$ cat src/rtl/clk_div_monitor_if.sv
// Port bundle for clk_div_monitor: control and divided-clock inputs, measurement results out.
// The master modport is the driving side (bench or host); the slave modport is the monitor.
interface clk_div_monitor_if #(
  parameter int unsigned CNT_W = 8
) ();
  logic             en;
  logic             clr;
  logic             div_in;
  logic [CNT_W-1:0] period;
  logic [CNT_W-1:0] high_time;
  logic             meas_valid;
  logic             meas_err;
  logic             lock;
  logic [7:0]       err_count;

  modport master (
    output en, clr, div_in,
    input  period, high_time, meas_valid, meas_err, lock, err_count
  );

  modport slave (
    input  en, clr, div_in,
    output period, high_time, meas_valid, meas_err, lock, err_count
  );
endinterface

$ cat src/rtl/clk_div_monitor.sv
// Measures period and high time of a divided clock sampled in the clk domain, flags ratio/duty
// errors, and tracks lock. Define CLK_DIV_MONITOR_SYNC_EN to add a 2-flop input synchroniser.
module clk_div_monitor #(
  parameter int unsigned CNT_W     = 8,
  parameter int unsigned DIV_RATIO = 6,
  parameter int unsigned LOCK_CNT  = 4
) (
  input logic              clk,
  input logic              rst,
  clk_div_monitor_if.slave bus
);

  localparam logic [CNT_W-1:0] CntMax  = '1;
  localparam logic [CNT_W-1:0] Ratio   = CNT_W'(DIV_RATIO);
  localparam logic [CNT_W-1:0] HiFloor = CNT_W'(DIV_RATIO / 2);
  localparam logic [CNT_W-1:0] HiCeil  = CNT_W'((DIV_RATIO + 1) / 2);
  localparam logic [3:0]       LockMax = 4'(LOCK_CNT);

  typedef enum logic [1:0] {StIdle, StArm, StMeasure} state_e;

  state_e           r_state;
  logic             r_s_q;
  logic [CNT_W-1:0] r_per_cnt;
  logic [CNT_W-1:0] r_hi_cnt;
  logic [3:0]       r_good_cnt;
  logic [CNT_W-1:0] r_period;
  logic [CNT_W-1:0] r_high_time;
  logic             r_meas_valid;
  logic             r_meas_err;
  logic             r_lock;
  logic [7:0]       r_err_count;

  logic             w_s;
  logic             w_rise;
  logic             w_good;
  logic [3:0]       w_good_nxt;

`ifdef CLK_DIV_MONITOR_SYNC_EN
  logic [1:0] r_sync;

  always_ff @(posedge clk or posedge rst) begin
    if (rst) begin
      r_sync <= '0;
    end else begin
      r_sync <= {r_sync[0], bus.div_in};
    end
  end

  assign w_s = r_sync[1];
`else
  assign w_s = bus.div_in;
`endif

  always_ff @(posedge clk or posedge rst) begin
    if (rst) begin
      r_s_q <= 1'b0;
    end else begin
      r_s_q <= w_s;
    end
  end

  assign w_rise = w_s & ~r_s_q;

  always_comb begin
    w_good     = (r_per_cnt == Ratio) && ((r_hi_cnt == HiFloor) || (r_hi_cnt == HiCeil));
    w_good_nxt = (r_good_cnt == LockMax) ? r_good_cnt : r_good_cnt + 4'd1;
  end

  always_ff @(posedge clk or posedge rst) begin
    if (rst) begin
      r_state      <= StIdle;
      r_per_cnt    <= '0;
      r_hi_cnt     <= '0;
      r_good_cnt   <= '0;
      r_period     <= '0;
      r_high_time  <= '0;
      r_meas_valid <= 1'b0;
      r_meas_err   <= 1'b0;
      r_lock       <= 1'b0;
    end else begin
      r_meas_valid <= 1'b0;
      r_meas_err   <= 1'b0;
      if (!bus.en) begin
        // Results are kept; only the in-flight measurement and lock history are dropped.
        r_state    <= StIdle;
        r_per_cnt  <= '0;
        r_hi_cnt   <= '0;
        r_good_cnt <= '0;
        r_lock     <= 1'b0;
      end else begin
        unique case (r_state)
          StIdle: r_state <= StArm;
          StArm: begin
            if (w_rise) begin
              r_per_cnt <= CNT_W'(1);
              r_hi_cnt  <= CNT_W'(1);
              r_state   <= StMeasure;
            end
          end
          StMeasure: begin
            if (w_rise) begin
              r_period     <= r_per_cnt;
              r_high_time  <= r_hi_cnt;
              r_meas_valid <= 1'b1;
              r_per_cnt    <= CNT_W'(1);
              r_hi_cnt     <= CNT_W'(1);
              if (w_good) begin
                r_good_cnt <= w_good_nxt;
                r_lock     <= (w_good_nxt == LockMax);
              end else begin
                r_meas_err <= 1'b1;
                r_good_cnt <= '0;
                r_lock     <= 1'b0;
              end
            end else if (r_per_cnt == CntMax) begin
              // Stuck input: report once and re-arm on the next edge.
              r_meas_err <= 1'b1;
              r_good_cnt <= '0;
              r_lock     <= 1'b0;
              r_per_cnt  <= '0;
              r_hi_cnt   <= '0;
              r_state    <= StArm;
            end else begin
              r_per_cnt <= r_per_cnt + CNT_W'(1);
              if (w_s && (r_hi_cnt != CntMax)) begin
                r_hi_cnt <= r_hi_cnt + CNT_W'(1);
              end
            end
          end
          default: r_state <= StIdle;
        endcase
      end
    end
  end

  // Counts the visible meas_err pulse, so clr during that pulse leaves exactly 1.
  always_ff @(posedge clk or posedge rst) begin
    if (rst) begin
      r_err_count <= '0;
    end else if (bus.clr) begin
      r_err_count <= {7'd0, r_meas_err};
    end else if (r_meas_err && (r_err_count != 8'hFF)) begin
      r_err_count <= r_err_count + 8'd1;
    end
  end

  assign bus.period     = r_period;
  assign bus.high_time  = r_high_time;
  assign bus.meas_valid = r_meas_valid;
  assign bus.meas_err   = r_meas_err;
  assign bus.lock       = r_lock;
  assign bus.err_count  = r_err_count;

endmodule
$ cat src/flat_wrapper.sv
// flat-port wrapper written by rule: the top's interface ports become plain ports
module clk_div_monitor_flat 
#(
  parameter int unsigned CNT_W     = 8,
  parameter int unsigned DIV_RATIO = 6,
  parameter int unsigned LOCK_CNT  = 4
)
  (clk, rst, bus_en, bus_clr, bus_div_in, bus_period, bus_high_time, bus_meas_valid, bus_meas_err, bus_lock, bus_err_count);
  clk_div_monitor_if #(.CNT_W(CNT_W)) bus_i ();
  input logic clk;
  input logic rst;
  input wire logic [$bits(bus_i.en)-1:0] bus_en;
  input wire logic [$bits(bus_i.clr)-1:0] bus_clr;
  input wire logic [$bits(bus_i.div_in)-1:0] bus_div_in;
  output wire logic [$bits(bus_i.period)-1:0] bus_period;
  output wire logic [$bits(bus_i.high_time)-1:0] bus_high_time;
  output wire logic [$bits(bus_i.meas_valid)-1:0] bus_meas_valid;
  output wire logic [$bits(bus_i.meas_err)-1:0] bus_meas_err;
  output wire logic [$bits(bus_i.lock)-1:0] bus_lock;
  output wire logic [$bits(bus_i.err_count)-1:0] bus_err_count;
  assign bus_i.en = bus_en;
  assign bus_i.clr = bus_clr;
  assign bus_i.div_in = bus_div_in;
  assign bus_period = bus_i.period;
  assign bus_high_time = bus_i.high_time;
  assign bus_meas_valid = bus_i.meas_valid;
  assign bus_meas_err = bus_i.meas_err;
  assign bus_lock = bus_i.lock;
  assign bus_err_count = bus_i.err_count;
  clk_div_monitor #(.CNT_W(CNT_W), .DIV_RATIO(DIV_RATIO), .LOCK_CNT(LOCK_CNT)) u_core (.clk(clk), .rst(rst), .bus(bus_i));
endmodule
$ cat config.mk
export PLATFORM = sky130hd
export DESIGN_NAME = clk_div_monitor_flat
export DESIGN_NICKNAME = d
export VERILOG_FILES = /design/src/rtl/clk_div_monitor_if.sv /design/src/rtl/clk_div_monitor.sv /design/src/flat_wrapper.sv
export SDC_FILE = /design/constraint.sdc
export NUM_CORES = 1
export LEC_CHECK = 0
export BUFFER_PORTS_ARGS = -buffer_cell sky130_fd_sc_hd__buf_2
export CAP_MARGIN = 20
export CORE_MARGIN = 3
export CORE_UTILIZATION = 55
export DETAILED_ROUTE_END_ITERATION = 12
export PLACE_DENSITY_LB_ADDON = 0.25
export SLEW_MARGIN = 10
export SYNTH_ARGS = -nofsm -noshare
export SYNTH_HDL_FRONTEND = slang
export SYNTH_SLANG_ARGS = --single-unit
$ cat constraint.sdc
create_clock -name clk -period 2.39 [get_ports clk]
set_input_delay 0.478 -clock clk [delete_from_list [all_inputs] [get_ports clk]]
set_output_delay 0.478 -clock clk [all_outputs]
set_load 0.01 [all_outputs]
After elaboration in Yosys (flattened, before gate mapping)

Index checks and enable logic that the tools add are counted.

Flip-flop bits (word level): 50
Bits in latches: 0
Bits in writable memories: 0
Bits in read-only memories: 0
Input bits: 5
Output and inout port bits: 27
Logic and storage cells: 79
Memories kept: 0

Add/sub/neg operators: 4
Multipliers: 0
Div/mod/pow operators: 0
$lt $le $gt $ge: 0
Equality and inequality tests: 16
Shift-type cells: 0
Mux-type cells: 36
Bitwise logic cells: 2
Reduce and logical (&&, ||, !) cells: 10

Operator list:

| operator                                            | count |
|---|---|
| 2-to-1 mux 8 bit                                    | 10 |
| case mux 8 bit (2 select lines)                     | 2 |
| adder 8 x 1 -> 8 bit, second input constant         | 3 |
| 2-to-1 mux 4 bit                                    | 6 |
| != test 8 bit, second input constant                | 2 |
| 2-to-1 mux 1 bit                                    | 13 |
| AND reduction 3 bit                                 | 3 |
| equality test 4 x 3 -> 1 bit, second input constant | 2 |
| equality test 8 x 2 -> 1 bit, second input constant | 1 |
| equality test 8 x 3 -> 1 bit, second input constant | 1 |
| equality test 8 bit, second input constant          | 1 |
| 2-to-1 mux 2 bit                                    | 4 |
| != test 3 x 1 -> 1 bit, second input constant       | 2 |
| != test 3 x 2 -> 1 bit, second input constant       | 2 |
| case mux 2 bit (3 select lines)                     | 1 |
| != test 5 x 2 -> 1 bit, second input constant       | 1 |
| adder 4 x 1 -> 4 bit, second input constant         | 1 |
| AND reduction 2 bit                                 | 2 |
| logical AND 1 bit                                   | 3 |
| != test 3 bit, second input constant                | 1 |
| equality test 2 x 1 -> 1 bit, second input constant | 1 |
| equality test 2 bit, second input constant          | 1 |
| logical NOT 2 bit                                   | 1 |
| != test 2 x 1 -> 1 bit, second input constant       | 1 |
| 3 further kinds                                     | 3 |

Depth between registers and ports, before layout

Depth after elaboration: 7
Mapped depth: 7
Gate-level depth less buffers: 6

Worst setup path after synthesis

Ideal clock, no wire load.

Path kind: register -> register
Start point: reg u_core.r_per_cnt[0]
End point: reg u_core.r_hi_cnt[0]
Library setup time: 128 ps
Arrival time: 1589 ps
Required time: 2262 ps
Slack: 674 ps
Stages on the path, launching flop included: 6
Buffers on the path: 0
Period minus slack after synthesis: 1716 ps
Path through: dfrtp_1 -> ha_1 -> and3_1 -> a211oi_2 -> a21oi_1 -> mux2_1

Cells in the longest elaborated chain, start to end: 5
Elaborated cells on any way between the ends: 7
Classes of those cells: eq/ne (2); mux (4); reduce/logical (1)

Ends and longest elaborated chain:

| item                            | line                   | source |
|---|---|---|
| from (decl)                     | clk_div_monitor.sv:23  | `logic [CNT_W-1:0] r_per_cnt;` |
| from (signal assigned)          | clk_div_monitor.sv:124 | `r_per_cnt <= r_per_cnt + CNT_W'(1);` |
| equality test 8 bit *           | clk_div_monitor.sv:115 | `end else if (r_per_cnt == CntMax) begin` |
| 2-to-1 mux 8 bit                | clk_div_monitor.sv:115 |  |
| 2-to-1 mux 8 bit                | clk_div_monitor.sv:101 | `if (w_rise) begin` |
| case mux 8 bit (2 select lines) | clk_div_monitor.sv:91  | `unique case (r_state)` |
| 2-to-1 mux 8 bit                | clk_div_monitor.sv:83  | `if (!bus.en) begin` |
| to (signal assigned)            | clk_div_monitor.sv:126 | `r_hi_cnt <= r_hi_cnt + CNT_W'(1);` |
| to (decl)                       | clk_div_monitor.sv:24  | `logic [CNT_W-1:0] r_hi_cnt;` |

Mark *: on every way between the ends. The rest lies on a longest branch, timed or not.
A chain may end at the register's enable or synchronous reset.

Worst setup path after layout

Start point: reg u_core.r_hi_cnt[0]
End point: reg u_core.r_lock, in the netlist u_core.bus.lock

Cells in the longest elaborated chain, start to end: 6

Ends and longest elaborated chain:

| item                         | line                   | source |
|---|---|---|
| equality test 8 x 2 -> 1 bit | clk_div_monitor.sv:65  | `w_good = (r_per_cnt == Ratio) && ((r_hi_cnt == HiFloor) \|\| (r_hi_cnt == HiCeil));` |
| logical AND 1 bit            | clk_div_monitor.sv:65  |  |
| 2-to-1 mux 1 bit             | clk_div_monitor.sv:107 | `if (w_good) begin` |
| 2-to-1 mux 1 bit             | clk_div_monitor.sv:101 |  |
| 2-to-1 mux 1 bit             | clk_div_monitor.sv:91  |  |
| 2-to-1 mux 1 bit             | clk_div_monitor.sv:83  |  |
| to (signal assigned)         | clk_div_monitor.sv:109 | `r_lock <= (w_good_nxt == LockMax);` |
| to (decl)                    | clk_div_monitor.sv:30  | `logic r_lock;` |

No other way between the ends. The select of a mux whose other input is x is not followed.

==> out/results.tsv <==
metric	value	unit
hp-class	in2async	
p_leak	1.40	nW
io_pins	32	
cp-start-kind	flop	
power.density	535	nW/um^2
fin_nets	317	
ys_ff_latch	50	
drv_slew	0	
cts_tree	yes	
worstPathMaxFanout	6	
cp.required	2.63	ns
portBuffers	31	
max_freq	512	MHz
ctsResizeCount	0	
critPathMaxStageDelay	0.45	ns
routed_wl	5110	microns
skew	0.00447	ns
grtUsageTotal	0.204	
grt_start_max_net_pins	27	
place.gp.congestion	0.845	
hold_viol	0	
postLayoutCellArea	2870	sq um
die_h	74.3	microns
cp_slowest_cell	dfrtp_1	
use_met2	0.300	
clock_latency	0.30	ns
first_pass_iters	4	
place_hpwl	3650	microns
ctsHoldBuffers	0	
holdWs	0.222	ns
cts_buffer_depth	2	
start_util	0.578	
post_layout_nonfiller_instances	359	
postPlaceCellArea	2760	sq um
grt_pass1_vias	1848	
multi_input_area	1210	sq um
irDropWorstVdd	406	uV
post_cts_buffers	0	
rsz0062_at_grt	no	
rows	24	
yosysTopAreaCellShare	0.487	
yosys-top-cells-area	dfrtp_1 49%, nand2_1 7.6%, o21ai_0 3.1%, a21oi_1 2.9%, ha_1 2.9%	
drtIter0Drc	116	
synth_nets	289	
syn_area_per_cell	9.24	sq um
cts_root_buf	clkbuf_8	
design.core.area	4440	sq um
top_usage_layer	met1	
synth_top_area_cell	dfrtp_1	
yosysMostFrequentCell	nand2_1	
antenna_found_initial	0	
layout-area-overhead-vs-synth	11.9	%
fin_util	0.647	
wl_per_cell	14.2	microns
layout-drive-gt1-share	0.150	
cts_sinks	50	
synth_common_cells	52 x nand2_1, 50 x dfrtp_1, 16 x o21ai_0	
viasPerCell	5.72	
yosysSeqAreaShare	0.487	
finalSetupTns	0	ns
worstMarginPinSlew	0.551	ns
critPathArrivalTime	2.19	ns
cts_max_level	2	
fill_cells	386	
finalCritPeriodShare	0.816	
route.detailed.drc	0	
die-area	5520	sq um
synth_cell_types	50	
antenna_left	0	
synth-edff-count	0	
drv_cap	0	
die_width	74.3	microns
netlist_area	2570	sq um
grt_pass1_wl	8780	microns
numCtsBuffers	5	
dp_cells	351	
diodes	0	
ff_latch_area	1250	sq um
path_cells	ha_1, nor4bb_1, nand4_1, nor4_1, a22o_1	
fin_crit	1.95	ns
setup_violations	0	
grt_use_met1	0.306	
synth-async-reset-ratio	1.00	
synthCells	278	
cp-end-kind	flop	
slew_headroom	0.632	
overflow	0	
vias	2053	
worst-setup-path-type	reg2reg	
grtUsageMet3	0.0419	
status	completed	
clkTransAtPathRegs	0.09	ns
ys_warn_count	0	
synth-main-ff-cell	dfrtp_1	
==> sequential cells by signal (all words and copies together) (netlist names), 2 cells and up <==
register and cells:
u_core.r_per_cnt 8, u_core.r_hi_cnt 8, u_core.bus.err_count 8, u_core.bus.period 8
u_core.bus.high_time 8, u_core.r_state 2, u_core.r_good_cnt 4
==> routing by layer <==
layer,vias up,routed length (microns)
met5,-,0
met4,0,59
met3,4,159
met2,30,2260
met1,964,2630
li1,1055,-
==> critical path: cells and delay by family (launching register included) <==
| family | cells | cell delay [ns] |
|---|---|---|
| flops | 1 | 0.45 |
| compound gates | 1 | 0.19 |
| fa+ha+maj | 1 | 0.26 |
| simple gates | 3 | 0.98 |
==> layout make-up <==
class                      instances  area share
sequential                        50       0.435
timing repair buffer              35      0.0688
multi-input combinational        203       0.421
clock buffer                       6      0.0253
clock inverter                     2      0.0131
inverter                          11      0.0144
tap                               52      0.0226
==> path summary, 6_finish.rpt <==
path | start | slack, ns | cells past startpoint | endpoint
worst max register to register | u_core.r_hi_cnt[0] | 0.44 | 5 | u_core.bus.lock
max in group asynchronous | rst | 1.66 | 3 | u_core.r_per_cnt[6]
worst min-delay path | rst | 0.22 | 2 | u_core.bus.period[4]
worst min register to register | u_core.bus.period[7] | 0.48 | 2 | u_core.bus.period[7]
min in group clk | bus_div_in | 0.38 | 1 | u_core.r_s_q
worst max-delay path | u_core.r_hi_cnt[0] | 0.44 | 5 | u_core.bus.lock
==> cells by family after synthesis <==
group | count (synthesis) | synth area share
buffers and inverters | 25 | 0.0419
AND/OR/NAND/NOR | 119 | 0.235
adder cells (fa/ha/maj) | 6 | 0.0292
multiplexers | 3 | 0.0122
XOR/XNOR | 6 | 0.0205
flip-flops | 50 | 0.487
AO/OA/AOI/OAI | 69 | 0.174
==> where the power goes <==
part / leakage, nW / switching, mW / internal [mW]
clock network: 0.0514 / 0.273 / 0.312
logic: 0.662 / 0.0548 / 0.0301
registers: 0.691 / 0.0136 / 0.856
==> layout by cell type (no fill, tap or decap), types with 6 or more instances in the layout <==
cell type	instances
ha_1	6
and3_1	8
a21oi_1	15
nor2_1	14
dfrtp_1	50
o21ai_0	16
inv_1	10
nand3_1	13
nand2_1	52
buf_2	31
==> stage by stage <==
step | setup slack, ns | power, mW
after floorplan | 0.674 | 0.944
after global placement | 0.478 | 0.969
after detailed placement | 0.474 | 0.972
after CTS | 0.473 | 1.56
after global routing | 0.260 | 1.60
final | 0.439 | 1.54
(Power assumes the default switching activity.)
